$ cat src/rtl/jtvigil_sdram_resp.sv
// jtvigil_sdram_resp
// Fixed-latency word-memory responder standing in for the SDRAM controller.
// It serves two kinds of clients on one memory port:
//  - four game-side ROM banks (ba*_addr/ba_rd -> ba_ack/ba_dst/ba_dok/ba_rdy/data_read)
//  - the download port (prog_we writes and prog_rd readbacks).
// One access is in flight at a time. Every access starts from IDLE, and its
// rdy cycle is the last cycle of the busy state.
// Cycle counter cnt (0 = entry cycle) within each busy state:
//  WR : cnt 0 ack + mem_wr, cnt 1 prog_rdy
//  PRD: cnt 0 ack + mem_rd, cnt MEM_LAT prog_rdy with the read word
//  RD : cnt 0 ack, mem_rd for cnt < BURST, word i on data_read at cnt MEM_LAT+i
// BURST must be 1..4 and MEM_LAT 1..7, so cnt never exceeds 10 and fits in 4 bits.

module jtvigil_sdram_resp #(
    parameter int BURST   = 2,
    parameter int MEM_LAT = 2
) (
    input  logic        rst,
    input  logic        clk,
    input  logic        downloading,
    input  logic [21:0] ba0_addr,
    input  logic [21:0] ba1_addr,
    input  logic [21:0] ba2_addr,
    input  logic [21:0] ba3_addr,
    input  logic [3:0]  ba_rd,
    output logic [3:0]  ba_ack,
    output logic [3:0]  ba_dst,
    output logic [3:0]  ba_dok,
    output logic [3:0]  ba_rdy,
    output logic [15:0] data_read,
    input  logic [21:0] prog_addr,
    input  logic [15:0] prog_data,
    input  logic [1:0]  prog_mask,
    input  logic [1:0]  prog_ba,
    input  logic        prog_we,
    input  logic        prog_rd,
    output logic        prog_ack,
    output logic        prog_rdy,
    output logic [23:0] mem_addr,
    output logic        mem_rd,
    output logic        mem_wr,
    output logic [15:0] mem_din,
    output logic [1:0]  mem_mask,
    input  logic [15:0] mem_dout
);

    typedef enum logic [1:0] {
        IDLE,
        WR,
        RD,
        PRD
    } state_t;

    // Counter thresholds in the counter's own width.
    localparam logic [3:0] BURST_N = 4'(BURST);
    localparam logic [3:0] LAT_N   = 4'(MEM_LAT);
    localparam logic [3:0] LAST_N  = 4'(MEM_LAT + BURST - 1);
    localparam logic [3:0] WR_LAST = 4'd1;

    state_t      state;
    state_t      state_nxt;
    logic [3:0]  cnt;

    // Round-robin bookkeeping and the granted bank burst.
    logic [1:0]  ptr;
    logic [1:0]  gnt;
    logic [21:0] base_addr;

    // Download request captured at its grant.
    logic [23:0] prog_addr_q;
    logic [15:0] prog_data_q;
    logic [1:0]  prog_mask_q;

    // Last word shown on data_read, held between accesses.
    logic [15:0] data_hold;
    logic        capture;

    // Arbitration helpers.
    logic [7:0]  rd_dbl;
    logic [3:0]  rd_rot;
    logic [1:0]  rr_ofs;
    logic [1:0]  rr_bank;
    logic [21:0] rr_addr;
    logic [21:0] rd_word_addr;

    // Round-robin pick: rotate requests so the pointer bank sits at bit 0,
    // take the lowest set bit, then rotate the offset back to a bank number.
    // NOTE: every signal gets a default at the top of a combinational block, so no path can leave it unassigned and infer a latch.
    always_comb begin
        rd_dbl  = {ba_rd, ba_rd};
        rd_rot  = rd_dbl[{1'b0, ptr} +: 4];
        rr_ofs  = 2'd3;
        if (rd_rot[0]) begin
            rr_ofs = 2'd0;
        end else if (rd_rot[1]) begin
            rr_ofs = 2'd1;
        end else if (rd_rot[2]) begin
            rr_ofs = 2'd2;
        end
        rr_bank = ptr + rr_ofs;
        rr_addr = ba0_addr;
        case (rr_bank)
            2'd0: rr_addr = ba0_addr;
            2'd1: rr_addr = ba1_addr;
            2'd2: rr_addr = ba2_addr;
            2'd3: rr_addr = ba3_addr;
        endcase
    end

    // State register and per-state cycle counter (cleared on entering or leaving IDLE).
    // NOTE: sequential state uses non-blocking assignments so every register samples pre-edge values.
    always_ff @(posedge clk) begin
        if (rst) begin
            state <= IDLE;
            cnt   <= 4'd0;
        end else begin
            state <= state_nxt;
            if (state == IDLE || state_nxt == IDLE) begin
                cnt <= 4'd0;
            end else begin
                cnt <= cnt + 4'd1;
            end
        end
    end

    // Next state: IDLE priority prog_we > prog_rd > bank reads; busy states end after their rdy cycle.
    always_comb begin
        state_nxt = state;
        case (state)
            IDLE: begin
                if (prog_we) begin
                    state_nxt = WR;
                end else if (prog_rd) begin
                    state_nxt = PRD;
                end else if (!downloading && (ba_rd != 4'd0)) begin
                    state_nxt = RD;
                end
            end
            WR: begin
                if (cnt == WR_LAST) state_nxt = IDLE;
            end
            RD: begin
                if (cnt == LAST_N) state_nxt = IDLE;
            end
            PRD: begin
                if (cnt == LAT_N) state_nxt = IDLE;
            end
            default: state_nxt = IDLE;
        endcase
    end

    // Grant-time latches (bank, burst base, pointer, download request) and the data_read hold register.
    always_ff @(posedge clk) begin
        if (rst) begin
            ptr         <= 2'd0;
            gnt         <= 2'd0;
            base_addr   <= 22'd0;
            prog_addr_q <= 24'd0;
            prog_data_q <= 16'd0;
            prog_mask_q <= 2'd0;
            data_hold   <= 16'd0;
        end else begin
            if (state == IDLE && state_nxt == RD) begin
                gnt       <= rr_bank;
                ptr       <= rr_bank + 2'd1;
                base_addr <= rr_addr;
            end
            if (state == IDLE && (state_nxt == WR || state_nxt == PRD)) begin
                prog_addr_q <= {prog_ba, prog_addr};
                prog_data_q <= prog_data;
                prog_mask_q <= prog_mask;
            end
            if (capture) begin
                data_hold <= mem_dout;
            end
        end
    end

    // Outputs decoded from state and cycle counter; data_read passes mem_dout through on capture cycles.
    always_comb begin
        ba_ack       = 4'd0;
        ba_dst       = 4'd0;
        ba_dok       = 4'd0;
        ba_rdy       = 4'd0;
        prog_ack     = 1'b0;
        prog_rdy     = 1'b0;
        mem_addr     = 24'd0;
        mem_rd       = 1'b0;
        mem_wr       = 1'b0;
        mem_din      = 16'd0;
        mem_mask     = 2'd0;
        capture      = 1'b0;
        // Burst address wraps within the 22-bit word space; bank bits come from gnt.
        rd_word_addr = base_addr + 22'(cnt);
        case (state)
            WR: begin
                if (cnt == 4'd0) begin
                    prog_ack = 1'b1;
                    mem_wr   = 1'b1;
                    mem_addr = prog_addr_q;
                    mem_din  = prog_data_q;
                    mem_mask = prog_mask_q;
                end else begin
                    prog_rdy = 1'b1;
                end
            end
            PRD: begin
                if (cnt == 4'd0) begin
                    prog_ack = 1'b1;
                    mem_rd   = 1'b1;
                    mem_addr = prog_addr_q;
                end
                if (cnt == LAT_N) begin
                    prog_rdy = 1'b1;
                    capture  = 1'b1;
                end
            end
            RD: begin
                if (cnt == 4'd0) begin
                    ba_ack[gnt] = 1'b1;
                end
                if (cnt < BURST_N) begin
                    mem_rd   = 1'b1;
                    mem_addr = {gnt, rd_word_addr};
                end
                if (cnt >= LAT_N) begin
                    capture     = 1'b1;
                    ba_dok[gnt] = 1'b1;
                    if (cnt == LAT_N)  ba_dst[gnt] = 1'b1;
                    if (cnt == LAST_N) ba_rdy[gnt] = 1'b1;
                end
            end
            default: ;
        endcase
        data_read = capture ? mem_dout : data_hold;
    end

endmodule

$ cat config.mk
export PLATFORM = sky130hd
export DESIGN_NAME = jtvigil_sdram_resp
export DESIGN_NICKNAME = d
export VERILOG_FILES = /design/src/rtl/jtvigil_sdram_resp.sv
export SDC_FILE = /design/constraint.sdc
export NUM_CORES = 1
export LEC_CHECK = 0
export ABC_AREA = 1
export CAP_MARGIN = 20
export CORE_ASPECT_RATIO = 0.5
export CORE_MARGIN = 2
export CORE_UTILIZATION = 46
export DETAILED_ROUTE_END_ITERATION = 8
export PLACE_DENSITY = 0.87
export REMOVE_ABC_BUFFERS = 1
export SLEW_MARGIN = 20
export SYNTH_ARGS = -nofsm -noshare
export SYNTH_HDL_FRONTEND = slang
export SYNTH_SLANG_ARGS = --single-unit
$ cat constraint.sdc
create_clock -name clk -period 3.6 [get_ports clk]
set_clock_uncertainty 0.2 [all_clocks]
set_input_delay 0.72 -clock clk [delete_from_list [all_inputs] [get_ports clk]]
set_output_delay 0.72 -clock clk [all_outputs]
set_load 0.01 [all_outputs]
Word level (Yosys, flattened, before mapping)
Index checks and enable logic that the tools add are counted.
{"block": "totals", "register_bits": 90, "elab_cells": 85, "input_bits": 155, "output_inout_bits": 78}
{"block": "classes", "n_lt_le_gt_ge": 4, "reduce_logical": 14, "addsub": 4, "n_shift": 1, "n_eq_ne": 12, "n_mux": 41}
{"op": "one-hot mux 22 bit (4 select lines)", "count": 1}
{"op": "two-way mux 16 bit", "count": 3}
{"op": "two-way mux 24 bit", "count": 2}
{"op": "one-hot mux 24 bit (2 select lines)", "count": 1}
{"op": "two-way mux 4 bit", "count": 10}
{"op": "adder 22 x 4 -> 22 bit", "count": 1}
{"op": "two-way mux 2 bit", "count": 10}
{"op": "equality test 2 bit, second input constant", "count": 6}
{"op": "two-way mux 1 bit", "count": 9}
{"op": "equality test 4 x 2 -> 1 bit, second input constant", "count": 2}
{"op": "one-hot mux 2 bit (4 select lines)", "count": 1}
{"op": "variable part select 8 x 3 -> 3 bit", "count": 1}
{"op": "equality test 2 x 1 -> 1 bit, second input constant", "count": 3}
{"op": "zero test 2 bit", "count": 3}
{"op": "one-hot mux 1 bit (2 select lines)", "count": 3}
{"op": "adder 4 x 1 -> 4 bit, second input constant", "count": 1}
{"op": "equality test 4 x 1 -> 1 bit, second input constant", "count": 1}
{"op": "greater-or-equal comparator 4 x 2 -> 1 bit, second input constant", "count": 1}
{"op": "logical AND 1 bit", "count": 4}
{"op": "zero test 4 bit", "count": 1}
{"op": "< comparator 4 x 2 -> 1 bit, second input constant", "count": 1}
{"op": "nonzero test 4 bit", "count": 1}
{"op": "OR reduction 2 bit", "count": 2}
{"op": "< comparator 2 x 3 -> 1 bit, second input constant", "count": 1}
{"op": "other kinds (6)", "count": 7}

Depth between registers and ports, before layout
Gate-level depths: netlist of the first run.
{"block": "logic_depth", "ltp_word": 9, "ltp_mapped": 18, "depth_no_buf": 17}

Worst setup path before layout of the first run
No wires, ideal clock.
{"block": "synth_timing", "path_kind": "input port to flip-flop", "startpoint": "in ba_rd[1]", "endpoint": "reg base_addr[14]", "setup_slack_ns": 0.862, "setup_ns": 0.065, "path_buffers": 1, "cell_stages": 17, "arrival_time_ns": 2.474, "t_required_ns": 3.335, "cell_sequence": "nand2_1 nand3_1 nand2_1 nand3_1 nand2_1 ha_1 inv_1 nand3_1 nand2_1 inv_1 ha_1 inv_1 clkbuf_1 nor2_1 a31oi_1 o21ai_0 nor2_1"}
{"block": "synth_between", "elab_cells_between_ends": 18, "cone_classes": "1 x add/sub; 4 x eq/ne; 1 x shift; 8 x mux; 4 x reduce/logical"}
{"item": "start, declared", "line": "25", "rtl": "input logic [3:0] ba_rd,"}
{"item": "variable part select 8 x 3 -> 3 bit (*)", "line": "91", "rtl": "rd_rot = rd_dbl[{1'b0, ptr} +: 4];"}
{"item": "two-way mux 1 bit", "line": "97", "rtl": "end else if (rd_rot[2]) begin"}
{"item": "two-way mux 2 bit", "line": "95", "rtl": "end else if (rd_rot[1]) begin"}
{"item": "two-way mux 2 bit (*)", "line": "93", "rtl": "if (rd_rot[0]) begin"}
{"item": "adder 2 bit (*)", "line": "100", "rtl": "rr_bank = ptr + rr_ofs;"}
{"item": "named net rr_bank[1]", "line": "82", "rtl": "logic [1:0] rr_bank;"}
{"item": "equality test 2 bit (tied with other cells)", "line": "102", "rtl": "case (rr_bank)"}
{"item": "one-hot mux 22 bit (4 select lines) (*)", "line": "102"}
{"item": "end signal, assigned", "line": "166", "rtl": "base_addr <= rr_addr;"}
{"item": "end, declared", "line": "67", "rtl": "logic [21:0] base_addr;"}
Mark *: on every way through the listed nets, which the timed path passes. The rest lies on a longest branch.
A chain may end at the register's enable or synchronous reset.

Worst setup path after layout of the first run
{"block": "layout_timing", "startpoint": "reg cnt[1]", "endpoint": "out mem_din[6]"}
{"block": "layout_between", "elab_chain_len": 3}
{"item": "start, declared", "line": "62", "rtl": "logic [3:0] cnt;"}
{"item": "start signal, assigned", "line": "121", "rtl": "cnt <= cnt + 4'd1;"}
{"item": "zero test 4 bit", "line": "197", "rtl": "if (cnt == 4'd0) begin"}
{"item": "two-way mux 16 bit", "line": "197"}
{"item": "two-way mux 16 bit", "line": "195", "rtl": "case (state)"}
{"item": "end, declared", "line": "42", "rtl": "output logic [15:0] mem_din,"}
Every way passes these cells.

==> results of run 1 <==
## through the flow
| stage | worst slack, ps | hold slack, ps | TNS (ps) | area [sq um] | std cells |
|---|---|---|---|---|---|
| final | 135.4 | 252.5 | 0 | 8130 | 1220 |
| after global routing | -0.4963 | 266.3 | -0.4963 | 8130 | 1220 |
| after CTS | 19.98 | 253.5 | 0 | 8050 | 1212 |
| after detailed placement | -14.55 | 243.1 | -14.55 | 7747 | 1196 |
| after global placement | 126.9 | 232.3 | 0 | 7747 | 1196 |
| after floorplan | 503.6 | 225.6 | 0 | 5131 | 808 |
## placed cells by master, fill, tap and decap left out, drive strengths merged
| cell | count |
|---|---|
| a21oi | 76 |
| a31oi | 22 |
| and2 | 2 |
| buf | 19 |
| bufinv | 1 |
| clkbuf | 11 |
| clkdlybuf4s50 | 228 |
| clkinv | 1 |
| clkinvlp | 2 |
| dfxtp | 90 |
| dlygate4sd2 | 1 |
| dlymetal6s2s | 2 |
| fa | 1 |
| ha | 13 |
| inv | 128 |
| nand2 | 163 |
| nand3 | 44 |
| nand3b | 1 |
| nand4 | 7 |
| nor2 | 144 |
| nor3 | 6 |
| o21ai | 94 |
| o22ai | 12 |
| xnor2 | 5 |
| xor2 | 2 |
## cell usage after synthesis (all sizes together)
| master | instances |
|---|---|
| a21oi | 76 |
| nand4 | 7 |
| a31oi | 22 |
| xnor2 | 5 |
| o21ai | 94 |
| dfxtp | 90 |
| nor3 | 6 |
| nor2 | 144 |
| nand3b | 1 |
| xor2 | 2 |
| inv | 126 |
| fa | 1 |
| ha | 13 |
| o22ai | 12 |
| nand2 | 163 |
| nand3 | 44 |
| and2 | 2 |
| clkbuf | 17 |
| buf | 21 |
## worst register-to-register path, cell delays in order, from the launching register on
cell	delay (ps)
dfxtp_1	410
inv_1	130
nand2_1	100
nand3_1	90
nand2_1	110
nand3_1	70
nand2_1	60
ha_1	170
inv_1	50
nand3_1	90
nand2_1	100
inv_1	100
ha_1	660
nand2_1	160
a31oi_1	220
o21ai_0	100
nor2_1	90
## sequential cells by signal, summed over array words and instances, names as in the netlist
register,cells
prog_addr_q,24
base_addr,22
gnt,2
prog_data_q,16
data_hold,16
state,2
cnt,4
prog_mask_q,2
ptr,2
## cell families (layout without fill, tap and decap cells)
logic type / after synthesis / count (layout)
AND/OR/NAND/NOR: 367 / 367
AO/OA/AOI/OAI: 204 / 204
buffers and inverters: 164 / 393
flip-flops: 90 / 90
adder cells (fa/ha/maj): 14 / 14
XOR/XNOR: 7 / 7
## layer usage
metal	GRT usage	vias up	routed length [um]
met2	0.4595	256	7936
met1	0.3480	2769	7490
met4	0.08349	0	324
met5	0	-	0
met3	0.05181	30	1287
li1	-	3159	-
## worst paths after layout
kind,endpoint,slack [ps],cells past startpoint
worst max-delay path,mem_din[6],140,9
worst max register to register,base_addr[16]$_SDFFE_PP0P_,630,16
worst min register to register,prog_addr_q[15]$_SDFFE_PP0P_,250,2
worst min-delay path,prog_addr_q[15]$_SDFFE_PP0P_,250,2
## repair_timing
| item | 4_1_cts | 5_1_grt |
|---|---|---|
| resized for setup | 3 | 13 |
| hold buffers | 0 | 0 |
| pin swaps | 0 | 1 |
| hold endpoints to repair | 0 | 0 |
| buffers inserted | 0 | 8 |
| endpoints found under the setup margin | 3 | 60 |
## layout make-up
class	instances	share of cell area
clock buffer	10	0.02816
multi-input combinational	592	0.3536
inverter	126	0.05817
sequential	90	0.2221
clock inverter	6	0.009080
timing repair buffer	251	0.3066
tap	145	0.02231
## power by group
part	switching (uW)	leakage [uW]	total (uW)	internal, uW
registers	89.6	0.000740	1230	1140
logic	743	0.00261	1350	611
clock network	414	0.000142	962	548
==> impl_metrics.csv, run 1 <==
group,metric,value,unit
clocking,clockRootBuffer,"clkbuf_16",
setup_path,critPathMaxFanout,18,
setup_path,crit_required,2680,ps
power_and_ir_drop,power.leakage,0.003491,uW
setup_path,cp_num_buf_inv,4,
grt,gr-total-overflow,0,
timing,fmax,288.6,MHz
power_and_ir_drop,pwr_density_cell,435.8,nW/um^2
yosys,ys_seq_area_frac,0.3378,
yosys,yosys.area_share.simple,0.2883,
yosys,yosysWarnings,0,
floorplanning,core_area,11150,sq um
timing,finalHoldViolCount,0,
floorplanning,ioPinCount,233,
min_path,hold_path.class,"reg -> reg",
finish,seqCellArea,1805,sq um
yosys,ys_ff_latch,90,
clocking,cts.sinks,90,
outcome,status,"finished, final reports clean",
floorplanning,dieArea,12520,sq um
clocking,cts_tree,"yes",
detailed_routing,drc,0,
setup_path,cp_top_family,"buffers and inverters",
yosys,yosys.cell_types.count,30,
timing,period_needed,3465,ps
place,hpwl,13.18,mm
yosys,synth.top_cell.area_share,0.3378,
setup_path,path_class,"reg -> out",
finish,multiInputGateArea,2875,sq um
yosys,synth_top_family_by_area,"simple AND/OR/NAND/NOR gates",
setup_path,start_kind,"register",
detailed_routing,vias,6214,
yosys,synthAdderAreaFrac,0.03425,
floorplanning,initial_core_util,0.4785,
clocking,cts.reportedPaths.clkPinSlew,60,ps
timing,maxSlewViolCount,0,
setup_path,cpMostUsedCell,"inv_2",
min_path,holdCritStartpoint,"prog_addr_q[15]$_SDFFE_PP0P_",
finish,utilization,0.7293,
place,gp_congestion,0.9482,
job,maxCapViolCount,0,
detailed_routing,dr.pass1.iters,7,
yosys,synth.area.mux_share,0,
finish,drive_gt1_frac,0.06047,
place,numPortBuffers,232,
timing,tightest_slew,762.2,ps
yosys,synth_top_cell_by_area,"dfxtp_1",
setup_path,max_stage_delay,570,ps
clocking,worstSkewPairLatency,340,ps
grt,antenna_found_initial,0,
clocking,cts_buffers,9,
finish,syn_to_final_growth,52.43,%
detailed_routing,wl_per_cell,13.96,um
floorplanning,die_x,156.3,um
detailed_routing,wirelength,17.04,mm
setup_path,cp.arrival,2540,ps
floorplanning,die_height,80.14,um
timing,setup_viol,0,
grt,grt_usage,0.2697,
floorplanning,num_rows,27,
detailed_routing,drtAntennaViolNets,0,
power_and_ir_drop,power,3543,uW
setup_path,reg2reg_from,"ptr[0]$_SDFFE_PP0P_",
finish,nNetsFinal,1239,
setup_path,cp_slowest_cell,"clkdlybuf4s50_1",
yosys,netlist_area,5334,sq um
power_and_ir_drop,vdd_drop_max,0.2728,mV
grt,grt_max_degree,40,
detailed_routing,avgViaCountPerCell,5.093,
timing,fin_crit_sh,0.9624,
yosys,postSynthCellCount,846,
yosys,synth-xor-area-share,0.01149,
setup_path,cp-end-kind,"primary output",
grt,grt_pass1_vias,5680,
setup_path,critical_path.cell_chain,"inv_1 > ha_1 > nand2_4 > nor2_8 > inv_2 > nor2_2 > inv_2 > nor2_1 > clkdlybuf4s50_1",
clocking,htreeDepth,3,
yosys,synth.avg_cell_area,6.305,sq um
clocking,clk_path_buf_depth,2,
grt,grt_pass1_wl,26.99,mm
yosys,synth.area.top_cells,"dfxtp_1 (34%), nand2_1 (11%), nor2_1 (9.6%)",
finish,fillers,891,
finish,n_antenna_cell,0,
setup_path,setup.worst_path.start,"cnt[1]$_SDFF_PP0_",
detailed_routing,drt_first_iter_violations,452,
yosys,synth_compound_area_frac,0.2015,
timing,max_slew_margin,0.4919,
Note: power is estimated with default switching activity, not from simulation.
==> run 2: changes to the inputs <==
- CORE_MARGIN: 2 -> unset
- PLACE_DENSITY: 0.87 -> 0.92
==> impl_metrics.csv, run 2 (synthesis results as in run 1) <==
group,metric,value,unit
outcome,status,"finished, final reports clean",
clocking,cts.reportedPaths.clkPinSlew,60,ps
finish,reg.largest.list,"prog_addr_q: 24 flops, base_addr: 22 flops",
finish,drive_gt1_frac,0.05253,
setup_path,cp-end-kind,"primary output",
setup_path,cp.arrival,2550,ps
timing,whs,250.4,ps
job,maxCapViolCount,0,
clocking,cts_buffers,9,
grt,grt_usage,0.2908,
floorplanning,ioPinCount,233,
place,numPortBuffers,232,
place,hpwl,13.27,mm
timing,setup_viol,0,
floorplanning,core_area,11150,sq um
grt,grt_pass1_vias,5985,
finish,nNetsFinal,1231,
timing,period_needed,3472,ps
finish,seqCellArea,1803,sq um
timing,tns,0,ps
floorplanning,die_height,78.14,um
grt,grt_busiest_layer,"met2",
detailed_routing,drtAntennaViolNets,0,
timing,finalHoldViolCount,0,
power_and_ir_drop,power.leakage,0.003490,uW
grt,grt_pass1_wl,28.06,mm
power_and_ir_drop,pwr_density_cell,430.4,nW/um^2
clocking,cts_tree,"yes",
place,gp_congestion,0.9424,
detailed_routing,drt_first_iter_violations,603,
floorplanning,die_x,154.3,um
grt,grt_max_degree,85,
timing,fmax,288.0,MHz
grt,antenna_found_initial,0,
clocking,clockRootBuffer,"clkbuf_16",
finish,final_common_cell,"clkdlybuf4s50_1",
detailed_routing,drc,0,
timing,tightest_slew,735.0,ps
detailed_routing,wl_per_cell,14.71,um
clocking,clk_path_buf_depth,2,
detailed_routing,dr.pass1.iters,5,
finish,final_cell_mix,"clkdlybuf4s50_1 (225), nand2_1 (156), nor2_1 (137)",
setup_path,crit_required,2680,ps
timing,fin_crit_sh,0.9643,
power_and_ir_drop,vdd_drop_max,0.2128,mV
floorplanning,num_rows,27,
grt,use_met3,0.04914,
grt,grt_util_met2,0.5114,
finish,n_antenna_cell,0,
finish,regMostFlops,"prog_addr_q",
grt,use_met1,0.3580,
floorplanning,initial_core_util,0.4785,
finish,multiInputGateArea,2882,sq um
setup_path,r2r_slack,640,ps
setup_path,start_kind,"register",
timing,maxSlewViolCount,0,
detailed_routing,vias,6379,
clocking,worstSkewPairLatency,340,ps
grt,gr-total-overflow,0,
clocking,htreeDepth,3,
setup_path,path_class,"reg -> out",
detailed_routing,avgViaCountPerCell,5.268,
detailed_routing,wirelength,17.82,mm
timing,max_slew_margin,0.5100,
finish,largest_reg_flops,24,
finish,syn_to_final_growth,50.86,%
finish,fillers,896,
clocking,cts.sinks,90,
min_path,hold_path.class,"reg -> reg",
setup_path,critPathMaxFanout,8,
floorplanning,dieArea,12060,sq um
==> run 2: cell count changes in the layout (fill, tap and decap cells not counted), sizes merged <==
cell	delta
buf	-8
clkdlybuf4s50	-3
dlymetal6s2s	+3
bufinv	-1
clkinv	+1
clkinvlp	-1
dlygate4sd2	+1
inv	-1
==> run 2: path summary, 6_finish.rpt <==
path,startpoint,endpoint,cells after the start
hold / removal,prog_data_q[12]$_SDFFE_PP0P_,prog_data_q[12]$_SDFFE_PP0P_,2
setup reg to reg,ptr[0]$_SDFFE_PP0P_,base_addr[9]$_SDFFE_PP0P_,16
setup / recovery,cnt[2]$_SDFF_PP0_,mem_addr[5],8
hold reg to reg,prog_data_q[12]$_SDFFE_PP0P_,prog_data_q[12]$_SDFFE_PP0P_,2
==> run 2: repair_timing <==
| item | in CTS | in global routing |
|---|---|---|
| endpoints found under the setup margin | 3 | 68 |
| pin swaps | 0 | 1 |
| hold buffers | 0 | 0 |
| buffers inserted | 0 | 3 |
| gates resized for setup | 3 | 15 |
==> run 2: metal layers <==
layer	share of wire	routed length [um]	up-vias
met1	0.41	7243	2840
met4	0.031	544	0
met5	0	0	-
li1	-	-	3151
met2	0.48	8574	332
met3	0.082	1456	56
==> run 2: layout make-up <==
class | instances | share of cell area
Timing Repair Buffer | 243 | 0.3006
Tap cell | 145 | 0.02255
Multi-Input combinational cell | 592 | 0.3581
Sequential cell | 90 | 0.2241
Inverter | 126 | 0.05909
Clock inverter | 4 | 0.004198
Clock buffer | 11 | 0.03141
==> run 2: stage by stage <==
stage	utilization	instance area, sq um	total power, uW	instances	setup slack (ps)
final	0.7218	8046	3463	1211	128.4
after global routing	0.7218	8046	3665	1211	-18.37
after CTS	0.7164	7986	3440	1208	3.688
after detailed placement	0.6907	7700	2536	1193	-103.9
after global placement	0.6907	7700	2479	1193	128.4
after floorplan	-	5131	1952	808	503.6
==> run 2: worst max-delay path, cell delays in order, from the launching register on <==
cell	delay, ps
dfxtp_1	450
ha_2	360
nand3_1	80
nand3_1	150
nand2_1	110
nand2_2	120
xnor2_1	150
o22ai_1	190
clkdlybuf4s50_1	590
==> run 2: report_power, final <==
| part | total [uW] | switching (uW) | internal, uW |
|---|---|---|---|
| logic | 1330 | 757 | 572 |
| clock network | 906 | 398 | 508 |
| registers | 1230 | 91.9 | 1140 |
==> RTL change: new RTL, settings of run 1 <==
Make the reset (`rst`) asynchronous in 2 clocked blocks.
--- a/src/rtl/jtvigil_sdram_resp.sv
+++ b/src/rtl/jtvigil_sdram_resp.sv
@@ -109,7 +109,7 @@
 
     // State register and per-state cycle counter (cleared on entering or leaving IDLE).
     // NOTE: sequential state uses non-blocking assignments so every register samples pre-edge values.
-    always_ff @(posedge clk) begin
+    always_ff @(posedge clk or posedge rst) begin
         if (rst) begin
             state <= IDLE;
             cnt   <= 4'd0;
@@ -150,7 +150,7 @@
     end
 
     // Grant-time latches (bank, burst base, pointer, download request) and the data_read hold register.
-    always_ff @(posedge clk) begin
+    always_ff @(posedge clk or posedge rst) begin
         if (rst) begin
             ptr         <= 2'd0;
             gnt         <= 2'd0;
Formal check against the unedited RTL: differs if rst is asserted again (counterexample within 4 cycles, from zero or initial values and one cycle with rst high); with rst held inactive, the same outputs for 4 cycles.
==> RTL change against run 1 <==
- sequential cell count unchanged
- synthesized area increased by 5.5%
- count of clock-buffer cells in the layout unchanged
- first-iteration DRC count is 4.4% lower
- synthesized cell count decreased by 5.9%
- wire length increased by 3.6%
- setup slack got worse by 0.013 ns
- cell count down 2.6%
- via count shrank 0.40%
- design area rose by 3.8%
- critical path type unchanged
Power is not compared: it rests on default switching activity, and its combinational part moved more than twofold at a synthesized area within 25%.
==> RTL change: results (changes against run 1) <==
- Run status: finished clean
- Final clock-cell share: 0.0357 (-0.00151)
- Clock share of power: 0.133
- Metal2 WL: 8520 um (+7.3%)
- H-tree levels: 3 (unchanged)
- FFs & Latches: 90 (unchanged)
- Met2 usage: 0.480 (+0.0207)
- Vias in the first global route: 5,853 (+3.0%)
- Non-clock buffers, area share: 0.286 (-0.0207)
- Skew-Pair Late Insertion Delay: 0.34 ns (about the same)
- Synth Area in Adders: 0.0325 (-0.00177)
- Static leakage: around 4.0 nW
- First-pass GRT wire length: 27,900 um (+3.5%)
- Resize count post-CTS: 14 (+11)
- Relative slew margins: 0.409 (-0.0828)
- Count of non-CTS inverters in the layout: 84 (-33%)
- Vias: 6,189 (-0.40%)
- Final Non-Filler Cells: 1,188 (-2.6%)
- DRT Wirelength: 17,600 um (+3.6%)
- Largest net degree at the start of global routing: 76 (+90%)
- Signal buffers: 240 (-4.4%)
- Layout fillers: 936 (+5.1%)
- Tot GR Track Use: 0.266 (-0.00387)
- Fraction of layout cells with a size suffix above 1: 0.0723 (+0.0119)
- IO buf count: 232 (unchanged)
- Synth top cells by count: 303 x nand2_1, 90 x dfrtp_1, 78 x inv_1
- Mapped Cells: 796 (-5.9%)
- Met3 WL post-DR: 1300 um (+1.2%)
- Distinct cell type count after synthesis: 35 (+17%)
- Placement Cell Area: 8050 um^2 (+3.9%)
- Register area share after synthesis: 0.400 (+0.0626)
- RePlAce Congestion: 0.934 (-1.6%)
- Multi-input gates: 593 (+0.17%)
- Synth async-reset ratio: 1.00 (+1.00)
- Multi-input gate area: 2940 um^2 (+2.3%)
- Final nets: 1,187 (-4.2%)
- CP arrival: 2.56 ns (+0.02 ns)
- M3 GR Usage: 0.0455 (-0.00635)
- M1 WL: 7390 um (-1.3%)
- Router iterations before antenna repair: 5 (-2)
- Final core utilization: 0.710 (-0.0188)
- Top post-synthesis cells by area: dfrtp_1 40%, nand2_1 20%, inv_1 5.2%, nand3_1 4.8%, nor2_1 4.3%
- Post-synthesis compound-gate area fraction: 0.146 (-0.0554)
- Post-Synth XOR/XNOR Area: 0.00467 (-0.00682)
- Fraction of area in multi-input gates: 0.349 (-0.00489)
- Placed wire-length estimate: 13,200 um (+0.29%)
- M1 GR Usage: 0.329 (-0.0186)
- Initial DRC count: 432 (-4.4%)
- Pre-CTS setup slack: -0.0943 ns (-0.0798 ns)
- Power per cell area: 853 nW/um^2
- Fraction of area in registers: 0.267 (+0.0454)
[RTL change: changes by cell type after synthesis, moves of 15 or more]
cell | run 1 | this run
o22ai_1 | 12 | 28
a22o_1 | 0 | 23
a31oi_1 | 22 | 0
nand2_1 | 157 | 303
o21ai_1 | 31 | 11
nor2_1 | 137 | 65
inv_1 | 119 | 78
a21oi_1 | 75 | 5
o21ai_2 | 0 | 15
o21ai_0 | 63 | 40
dfrtp_1 | 0 | 90
dfxtp_1 | 90 | 0
[RTL change: path summary, 6_finish.rpt]
path	from	endpoint	slack, ns	depth (start not counted)
worst max-delay path	cnt[1]	mem_din[13]	0.12	7
worst min-delay path	prog_addr_q[19]	prog_addr_q[19]	0.28	2
worst max register to register	ptr[0]	base_addr[16]	0.49	13
worst min register to register	prog_addr_q[19]	prog_addr_q[19]	0.28	2
max in group asynchronous	rst	cnt[2]	2.05	3
min in group asynchronous	rst	data_hold[5]	0.43	2
